--- config.mk ---
export PLATFORM = sky130hd
export DESIGN_NAME = alarm_challenge_ctrl_flat
export DESIGN_NICKNAME = d
export VERILOG_FILES = /design/src/rtl/alarm_challenge_ctrl_if.sv /design/src/rtl/alarm_challenge_ctrl.sv /design/src/flat_wrapper.sv
export SDC_FILE = /design/constraint.sdc
export NUM_CORES = 1
export LEC_CHECK = 0
export ABC_CLOCK_PERIOD_IN_PS = 2510
export CAP_MARGIN = 0
export CORE_ASPECT_RATIO = 1.1
export CORE_MARGIN = 1
export CORE_UTILIZATION = 38
export DETAILED_ROUTE_END_ITERATION = 10
export HOLD_SLACK_MARGIN = 0.1
export PLACE_DENSITY_LB_ADDON = 0.15
export SLEW_MARGIN = 30
export SYNTH_ARGS = -nofsm -noshare
export SYNTH_HDL_FRONTEND = slang
export SYNTH_SLANG_ARGS = --single-unit
export TNS_END_PERCENT = 20
--- constraint.sdc ---
create_clock -name Clock -period 2.51 [get_ports Clock]
set_clock_uncertainty 0.2 [all_clocks]
set_input_delay 0.753 -clock Clock [delete_from_list [all_inputs] [get_ports Clock]]
set_output_delay 0.753 -clock Clock [all_outputs]
set_load 0.005 [all_outputs]
--- src/rtl/alarm_challenge_ctrl_if.sv ---
// Handshake bundle between the board keys/switches, the equation generator
// and the alarm-challenge controller.
interface alarm_challenge_ctrl_if #(
    parameter int unsigned DATA_W = 8
);
    logic              Start;
    logic              Go;
    logic [DATA_W-1:0] DataIn;
    logic [DATA_W-1:0] Expected;
    logic [7:0]        SecondsLeft;
    logic [3:0]        EqIdx;
    logic              EqValid;
    logic              Ringing;
    logic              Correct;
    logic              Wrong;
    logic [3:0]        WrongCount;
    logic              Done;

    modport master (
        output Start, Go, DataIn, Expected,
        input  SecondsLeft, EqIdx, EqValid, Ringing, Correct, Wrong,
               WrongCount, Done
    );

    modport slave (
        input  Start, Go, DataIn, Expected,
        output SecondsLeft, EqIdx, EqValid, Ringing, Correct, Wrong,
               WrongCount, Done
    );
endinterface

--- src/rtl/alarm_challenge_ctrl.sv ---
// Alarm-challenge controller: seconds countdown, ringing, then a timed sequence
// of equations that must be answered to silence the alarm.
module alarm_challenge_ctrl #(
    parameter int unsigned NUM_EQ        = 3,
    parameter int unsigned DATA_W        = 8,
    parameter int unsigned TICKS_PER_SEC = 50000000,
    parameter int unsigned COUNTDOWN_SEC = 20,
    parameter int unsigned ANSWER_SEC    = 30,
    parameter int unsigned MAX_WRONG     = 3
) (
    input logic                   Clock,
    input logic                   Reset,
    alarm_challenge_ctrl_if.slave bus
);

    localparam int unsigned PW = (TICKS_PER_SEC > 2) ? $clog2(TICKS_PER_SEC) : 1;
    localparam logic [PW-1:0] PRESC_MAX = PW'(TICKS_PER_SEC - 1);
    localparam logic [7:0]    CD_SEC    = 8'(COUNTDOWN_SEC);
    localparam logic [7:0]    ANS_SEC   = 8'(ANSWER_SEC);
    localparam logic [3:0]    LAST_IDX  = 4'(NUM_EQ - 1);
    localparam logic [3:0]    WRONG_LIM = 4'(MAX_WRONG);

    typedef enum logic [2:0] {
        ST_IDLE,
        ST_COUNTDOWN,
        ST_RING,
        ST_ASK,
        ST_DONE
    } state_e;

    state_e      state_q, state_d;
    logic [PW-1:0] presc_q, presc_d;
    logic [7:0]  sec_q, sec_d;
    logic [3:0]  idx_q, idx_d;
    logic [3:0]  wc_q, wc_d;
    logic        correct_q, correct_d;
    logic        wrong_q, wrong_d;
    logic        eq_valid_q, eq_valid_d;
    logic        ringing_q, ringing_d;
    logic        done_q, done_d;

    logic [DATA_W-1:0] data_in;
    logic [DATA_W-1:0] expected;
    logic              match;
    logic              tick;
    logic              reload;
    logic              timeout;
    logic [3:0]        wc_inc;

    assign data_in  = bus.DataIn;
    assign expected = bus.Expected;
    assign match    = (data_in == expected);
    assign tick     = (presc_q == PRESC_MAX);
    assign wc_inc   = wc_q + 4'd1;

    always_comb begin
        state_d   = state_q;
        sec_d     = sec_q;
        idx_d     = idx_q;
        wc_d      = wc_q;
        correct_d = 1'b0;
        wrong_d   = 1'b0;
        reload    = 1'b0;
        timeout   = 1'b0;

        case (state_q)
            ST_IDLE: begin
                if (bus.Start) begin
                    state_d = ST_COUNTDOWN;
                    sec_d   = CD_SEC;
                    reload  = 1'b1;
                end
            end

            ST_COUNTDOWN: begin
                if (!bus.Start) begin
                    state_d = ST_IDLE;
                    sec_d   = '0;
                end else if (tick) begin
                    if (sec_q == 8'd1) begin
                        state_d = ST_RING;
                        sec_d   = '0;
                    end else begin
                        sec_d = sec_q - 8'd1;
                    end
                end
            end

            ST_RING: begin
                if (bus.Go) begin
                    state_d = ST_ASK;
                    idx_d   = '0;
                    wc_d    = '0;
                    sec_d   = ANS_SEC;
                    reload  = 1'b1;
                end
            end

            ST_ASK: begin
                // A correct submission overrides a coincident timeout tick;
                // a wrong one does not, so both restart paths merge below.
                if (bus.Go && match) begin
                    correct_d = 1'b1;
                    if (idx_q == LAST_IDX) begin
                        state_d = ST_DONE;
                        sec_d   = '0;
                    end else begin
                        idx_d  = idx_q + 4'd1;
                        sec_d  = ANS_SEC;
                        reload = 1'b1;
                    end
                end else begin
                    if (bus.Go) begin
                        wrong_d = 1'b1;
                        wc_d    = wc_inc;
                    end
                    if (tick) begin
                        timeout = (sec_q == 8'd1);
                        sec_d   = sec_q - 8'd1;
                    end
                    if ((bus.Go && (wc_inc == WRONG_LIM)) || timeout) begin
                        state_d = ST_RING;
                        idx_d   = '0;
                        wc_d    = '0;
                        sec_d   = '0;
                    end
                end
            end

            ST_DONE: begin
                sec_d = '0;
                if (!bus.Start) begin
                    state_d = ST_IDLE;
                    idx_d   = '0;
                    wc_d    = '0;
                end
            end

            default: begin
                state_d = ST_IDLE;
                sec_d   = '0;
                idx_d   = '0;
                wc_d    = '0;
            end
        endcase

        eq_valid_d = (state_d == ST_ASK);
        ringing_d  = (state_d == ST_RING) || (state_d == ST_ASK);
        done_d     = (state_d == ST_DONE);
    end

    // Prescaler only runs while a seconds counter is live, and restarts on any
    // state change or reload so every window is a whole number of seconds.
    always_comb begin
        presc_d = '0;
        if ((state_d == state_q) && !reload &&
            ((state_q == ST_COUNTDOWN) || (state_q == ST_ASK)) && !tick) begin
            presc_d = presc_q + PW'(1);
        end
    end

    always_ff @(posedge Clock or posedge Reset) begin
        if (Reset) begin
            state_q    <= ST_IDLE;
            presc_q    <= '0;
            sec_q      <= '0;
            idx_q      <= '0;
            wc_q       <= '0;
            correct_q  <= 1'b0;
            wrong_q    <= 1'b0;
            eq_valid_q <= 1'b0;
            ringing_q  <= 1'b0;
            done_q     <= 1'b0;
        end else begin
            state_q    <= state_d;
            presc_q    <= presc_d;
            sec_q      <= sec_d;
            idx_q      <= idx_d;
            wc_q       <= wc_d;
            correct_q  <= correct_d;
            wrong_q    <= wrong_d;
            eq_valid_q <= eq_valid_d;
            ringing_q  <= ringing_d;
            done_q     <= done_d;
        end
    end

    assign bus.SecondsLeft = sec_q;
    assign bus.EqIdx       = idx_q;
    assign bus.EqValid     = eq_valid_q;
    assign bus.Ringing     = ringing_q;
    assign bus.Correct     = correct_q;
    assign bus.Wrong       = wrong_q;
    assign bus.WrongCount  = wc_q;
    assign bus.Done        = done_q;

endmodule

--- src/flat_wrapper.sv ---
// flat-port wrapper written by rule: the top's interface ports become plain ports
module alarm_challenge_ctrl_flat 
#(
    parameter int unsigned NUM_EQ        = 3,
    parameter int unsigned DATA_W        = 8,
    parameter int unsigned TICKS_PER_SEC = 50000000,
    parameter int unsigned COUNTDOWN_SEC = 20,
    parameter int unsigned ANSWER_SEC    = 30,
    parameter int unsigned MAX_WRONG     = 3
)
  (Clock, Reset, bus_Start, bus_Go, bus_DataIn, bus_Expected, bus_SecondsLeft, bus_EqIdx, bus_EqValid, bus_Ringing, bus_Correct, bus_Wrong, bus_WrongCount, bus_Done);
  alarm_challenge_ctrl_if #(.DATA_W(DATA_W)) bus_i ();
  input logic Clock;
  input logic Reset;
  input wire logic [$bits(bus_i.Start)-1:0] bus_Start;
  input wire logic [$bits(bus_i.Go)-1:0] bus_Go;
  input wire logic [$bits(bus_i.DataIn)-1:0] bus_DataIn;
  input wire logic [$bits(bus_i.Expected)-1:0] bus_Expected;
  output wire logic [$bits(bus_i.SecondsLeft)-1:0] bus_SecondsLeft;
  output wire logic [$bits(bus_i.EqIdx)-1:0] bus_EqIdx;
  output wire logic [$bits(bus_i.EqValid)-1:0] bus_EqValid;
  output wire logic [$bits(bus_i.Ringing)-1:0] bus_Ringing;
  output wire logic [$bits(bus_i.Correct)-1:0] bus_Correct;
  output wire logic [$bits(bus_i.Wrong)-1:0] bus_Wrong;
  output wire logic [$bits(bus_i.WrongCount)-1:0] bus_WrongCount;
  output wire logic [$bits(bus_i.Done)-1:0] bus_Done;
  assign bus_i.Start = bus_Start;
  assign bus_i.Go = bus_Go;
  assign bus_i.DataIn = bus_DataIn;
  assign bus_i.Expected = bus_Expected;
  assign bus_SecondsLeft = bus_i.SecondsLeft;
  assign bus_EqIdx = bus_i.EqIdx;
  assign bus_EqValid = bus_i.EqValid;
  assign bus_Ringing = bus_i.Ringing;
  assign bus_Correct = bus_i.Correct;
  assign bus_Wrong = bus_i.Wrong;
  assign bus_WrongCount = bus_i.WrongCount;
  assign bus_Done = bus_i.Done;
  alarm_challenge_ctrl #(.NUM_EQ(NUM_EQ), .DATA_W(DATA_W), .TICKS_PER_SEC(TICKS_PER_SEC), .COUNTDOWN_SEC(COUNTDOWN_SEC), .ANSWER_SEC(ANSWER_SEC), .MAX_WRONG(MAX_WRONG)) u_core (.Clock(Clock), .Reset(Reset), .bus(bus_i));
endmodule
After elaboration in Yosys (flattened, before gate mapping)
Index checks and enable logic that the tools add are counted.
{"block": "word_totals", "ff_bits": 50, "mem_bits_rw": 0, "latchBits": 0, "mem_count": 0, "output_inout_bits": 21, "wordCells": 95, "romBits": 0, "inputBits": 20}
{"block": "op_classes", "mux": 43, "n_mul": 0, "shifts": 0, "order_cmp": 0, "n_eq_ne": 22, "n_reduce_logical": 15, "n_div": 0, "add_sub_neg": 4, "n_bitwise": 1}
{"cell": "$mux 8", "n": 8}
{"cell": "$mux 4", "n": 8}
{"cell": "$pmux 4 s4", "n": 2}
{"cell": "$pmux 8 s4", "n": 1}
{"cell": "$mux 3", "n": 9}
{"cell": "$add 26x1->26 const B", "n": 1}
{"cell": "$eq 26x26->1 const B", "n": 1}
{"cell": "$mux 26", "n": 1}
{"cell": "$pmux 3 s5", "n": 1}
{"cell": "$eq 3x2->1 const B", "n": 4}
{"cell": "$mux 1", "n": 11}
{"cell": "$reduce_and 5->1", "n": 2}
{"cell": "$add 4x1->4 const B", "n": 2}
{"cell": "$eq 4x2->1 const B", "n": 2}
{"cell": "$eq 8x1->1 const B", "n": 1}
{"cell": "$eq 8x8->1", "n": 1}
{"cell": "$ne 2x2->1 const B", "n": 4}
{"cell": "$sub 8x1->8 const B", "n": 1}
{"cell": "$eq 3x3->1 const B", "n": 2}
{"cell": "$ne 3x2->1 const B", "n": 2}
{"cell": "$logic_and 1x1->1", "n": 5}
{"cell": "$mux 5", "n": 1}
{"cell": "$ne 4x1->1 const B", "n": 1}
{"cell": "$reduce_and 4->1", "n": 1}
{"cell": "other kinds (10)", "n": 13}

Depth between registers and ports, before layout
{"block": "depth", "word_depth": 13, "mapped_depth": 10, "ltp_nobuf": 9}

Worst setup path after synthesis
No wires, ideal clock.
{"block": "synth_path", "kind": "input to register", "from": "input bus_Expected[1]", "to": "register u_core.sec_q[6], in the netlist u_core.bus.SecondsLeft[6]", "n_path_buf": 0, "setup_ns": 0.128, "slack_ns": 0.004, "path_stages": 7, "arrival_ns": 2.177, "required_ns": 2.182, "path_cell_list": "xor2_1 nor4_4 nand3_2 and2_1 o21ai_0 a2bb2oi_1 o31ai_2"}
{"block": "synth_between", "elab_chain_len": 4, "word_cells_on_any_way": 6, "classes_between": "2 x eq/ne; 2 x mux; 2 x reduce/logical"}
{"element": "start: declaration", "line": "flat_wrapper.sv:18", "rtl": "input wire logic [$bits(bus_i.Expected)-1:0] bus_Expected;"}
{"element": "$eq 8x8->1 (*)", "line": "alarm_challenge_ctrl.sv:52", "rtl": "assign match = (data_in == expected);"}
{"element": "$logic_and 1x1->1 (*)", "line": "alarm_challenge_ctrl.sv:102", "rtl": "if (bus.Go && match) begin"}
{"element": "$ne 4x1->1 (no source line) or $mux 8 (tied branches)"}
{"element": "$reduce_and 4->1 (no source line) or $pmux 8 s4 (tied branches)"}
{"element": "end signal: assignment", "line": "alarm_challenge_ctrl.sv:166", "rtl": "sec_q <= '0;"}
{"element": "end signal: assignment", "line": "alarm_challenge_ctrl.sv:177", "rtl": "sec_q <= sec_d;"}
{"element": "end: declaration", "line": "alarm_challenge_ctrl.sv:33", "rtl": "logic [7:0] sec_q, sec_d;"}
Every way passes the cells marked *; elsewhere a longest branch is shown, timed or not.
A chain may end at the register's enable or synchronous reset.

Final worst setup path
{"block": "layout_path", "from": "input bus_Expected[5]", "to": "register u_core.sec_q[5], in the netlist u_core.bus.SecondsLeft[5]"}
The elaborated chain is that of the path after synthesis.

==> results.sh <==
export IMPL_rows=32
export IMPL_coreArea_um2=7090
export IMPL_cp_top_family="simple AND/OR/NAND/NOR gates"
export IMPL_syn_avg_cell_area_um2=9.78
export IMPL_synthFlopType="sky130_fd_sc_hd__dfrtp_1"
export IMPL_placed_insts=436
export IMPL_power_switching_share=0.273
export IMPL_critPathCaptureType="register"
export IMPL_syn_area_um2=2810
export IMPL_grt_overflow_total=0
export IMPL_part_of_the_yosys_area_used_for_sequential_elements=0.446
export IMPL_cts_made_buffers=5
export IMPL_chipHeight_um=92.1
export IMPL_worst_setup_path_start_kind="primary input"
export IMPL_grt_first_pass_wirelength_um=10900
export IMPL_crit_path_cell_trace="dlygate4sd2_1 > xor2_2 > nor4_4 > nand3_2 > and2_4 > a21o_4 > or2_4 > o31ai_2"
export IMPL_post_detailed_routing_wire_length_um=6120
export IMPL_r2r_end="u_core.bus.SecondsLeft[3]"
export IMPL_path_max_fanout=5
export IMPL_dp_hpwl_um=4370
export IMPL_antenna_violating_nets_post_route=0
export IMPL_worst_ep_required_time_ns=2.52
export IMPL_gp_congestion=0.811
export IMPL_wl_per_cell_um=13.7
export IMPL_synthesis_yosys_warnings=0
export IMPL_clock_tree_from_tritoncts="yes"
export IMPL_finish_net_count=387
export IMPL_area_growth_pct=34.6
export IMPL_timing_max_cap_violations=0
export IMPL_worstSkewPairLatency_ns=0.30
export IMPL_power_density_nw_per_um2=488
export IMPL_place_area_um2=3520
export IMPL_startpoint="bus_Expected[5]"
export IMPL_violations="design-rule violations"
export IMPL_leakagePower_uw=0.00165
export IMPL_start_util=0.396
export IMPL_timing_worst_slew_pin_value_ns=0.440
export IMPL_peakVddDrop_uv=265
export IMPL_endpoint="u_core.bus.SecondsLeft[5]"
export IMPL_holdWs_ns=0.306
export IMPL_clock_sink_count=50
export IMPL_ff2ff_path_depth=7
export IMPL_first_iter_violations=83
export IMPL_status="finished with violations"
export IMPL_worst_setup_hold_path_clk_slew_ns=0.09
export IMPL_mostFrequentLayoutCells="sky130_fd_sc_hd__dfrtp_1 (50), sky130_fd_sc_hd__nor2_1 (42), sky130_fd_sc_hd__buf_4 (31)"
export IMPL_critical_path_slowest_cell="sky130_fd_sc_hd__or2_4"
export IMPL_die_w_um=83.9
export IMPL_cts_root_to_sink_buffers=2
export IMPL_post_layout_total_power_uw=1840
export IMPL_timing_critical_path_depth=8
export IMPL_final_area_um2=3780
export IMPL_r2r_start="u_core.bus.SecondsLeft[2]"
export IMPL_number_of_global_route_vias_before_repair=2364
export IMPL_synth_enable_flop_cells=0
export IMPL_share_seq_of_total_power=0.473
export IMPL_power_frac_comb=0.214
export IMPL_netSwitchingPower_uw=503
export IMPL_clock_share_of_power=0.314
export IMPL_route_detailed_drc=1
export IMPL_finalSetupViolCount=0
export IMPL_final_max_slew_violation_count=0
export IMPL_finalSetupTns_ns=0
export IMPL_die_area_um2=7730
export IMPL_global_route_usage_total=0.174
export IMPL_cts_htree_levels=2
export IMPL_finalCriticalPeriod_ns=2.47
export IMPL_mostFrequentLayoutCell="sky130_fd_sc_hd__dfrtp_1"
export IMPL_hold_violations=0
export IMPL_synth_seq_cells=50
export IMPL_cp_slowest_stage_delay_ns=0.29
export IMPL_rrSetupSlack_ns=0.09
export IMPL_firstDrtPassIters=7
export IMPL_fmax_mhz=405
export IMPL_antenna_found_initial=0
export IMPL_clock_tree_root_cell="sky130_fd_sc_hd__clkbuf_8"
export IMPL_synth_nets=314
export IMPL_fillCellCount=637
export IMPL_syn_inst=287
export IMPL_antenna_cells=0
export IMPL_timing_critical_path_arrival_ns=2.48
export IMPL_via_count=2334
export IMPL_largest_net_degree_at_the_start_of_global_routing=51
export IMPL_final_layout_size_suffix_gt1_frac=0.230
export IMPL_ios=41
export IMPL_timing_worst_setup_path_type="primary input to register"
export IMPL_postSynth_asyncResetShare=1.00
export IMPL_number_of_library_cell_types_mapped_by_synthesis=56
export IMPL_cp_num_buf_inv=1
export IMPL_relSlewSlack=0.704
export IMPL_holdCritPathClass="register to register"
export IMPL_post_layout_nonfiller_instances=446
export IMPL_final_min_period_over_clock_period=0.984
export IMPL_post_detailed_route_via_to_cell_ratio=5.23
export IMPL_place_port_buffers=40
export IMPL_cell_internal_pwr_uw=1340
-- flip-flops by register name, indices dropped and copies added, names as in the netlist --
signal                  cells
u_core.bus.EqIdx            4
u_core.state_q              3
u_core.bus.Ringing          1
u_core.bus.SecondsLeft      8
u_core.bus.Done             1
u_core.bus.Correct          1
u_core.presc_q             26
u_core.bus.WrongCount       4
u_core.bus.Wrong            1
u_core.bus.EqValid          1
-- metrics by stage --
step | utilization | setup WS (ns)
2_1_floorplan | - | 0.00424
3_3_place_gp | 0.497 | -0.499
3_5_place_dp | 0.497 | -0.559
4_1_cts | 0.522 | 0.00729
5_1_grt | 0.533 | -0.0133
6_report | 0.533 | 0.0406
-- power groups by stage --
stage          clock network [µW]  logic (µW)  registers, µW
6_report                      578         394            872
4_1_cts                       594         365            869
5_1_grt                       620         430            878
3_5_place_dp                    0         358            884
2_1_floorplan                   0         171            892
3_3_place_gp                    0         356            884
-- synthesized netlist by cell type, drive strengths merged, types with 2 or more instances --
cell type / n / area [µm²]
a211o: 2 / 17.5
buf: 9 / 57.6
a21o: 3 / 22.5
and2: 4 / 26.3
nand4: 6 / 37.5
xor2: 27 / 236
a22o: 3 / 27.5
o21ai: 13 / 68.8
inv: 9 / 33.8
nand2b: 3 / 18.8
a2bb2oi: 2 / 17.5
nor2: 43 / 161
nand3: 19 / 113
o31ai: 6 / 50.1
and4: 4 / 36.3
dfrtp: 50 / 1250
a21oi: 5 / 28.8
o21bai: 3 / 22.5
nand2: 19 / 71.3
ha: 7 / 87.6
and3: 9 / 66.3
xnor2: 6 / 52.6
nor3: 7 / 46.3
a21boi: 2 / 15.0
a31oi: 2 / 12.5
nand4b: 2 / 17.5
nor4: 6 / 67.6
-- how the worst min path moves through the flow --
stage / from / end / slack [ns] / cells past startpoint
after global routing: u_core.presc_q[0] / u_core.presc_q[0] / 0.34 / 1
after CTS: u_core.presc_q[0] / u_core.presc_q[0] / 0.31 / 1
after detailed placement: u_core.presc_q[0] / u_core.presc_q[0] / 0.30 / 1
after floorplan: u_core.presc_q[0] / u_core.presc_q[0] / 0.27 / 1
after global placement: u_core.presc_q[0] / u_core.presc_q[0] / 0.30 / 1
final: u_core.presc_q[0] / u_core.presc_q[0] / 0.31 / 1
-- final cells by class --
class,count,area (µm²),area share
clock buffer,6,72.6,0.0192
clock inverter,2,37.5,0.00994
inverter,9,33.8,0.00895
multi-input combinational,218,1600,0.424
sequential,50,1250,0.331
tap,85,106,0.0282
timing repair buffer,76,673,0.178
-- cell families after synthesis --
family	Yosys count	share of synthesized area
mux	1	0.00401
xor+xnor	33	0.103
compound gates	49	0.127
simple gates	128	0.255
flops	50	0.446
buf+inv	19	0.0339
fa+ha+maj	7	0.0312
-- layer usage --
layer	wire length [µm]	global-route usage	vias to the layer above
li1	-	-	1158
met1	2860	0.221	1127
met2	3010	0.298	39
met3	134	0.0315	10
met4	113	0.0589	0
met5	0	0	-
-- timing repair --
action | 4_1_cts | 5_1_grt
hold buffers | 0 | 0
resized for setup | 32 | 28
setup buffers | 2 | 0
endpoints found under the setup margin | 44 | 24
pin swaps | 12 | 13
Note: power is estimated with default switching activity, not from simulation.
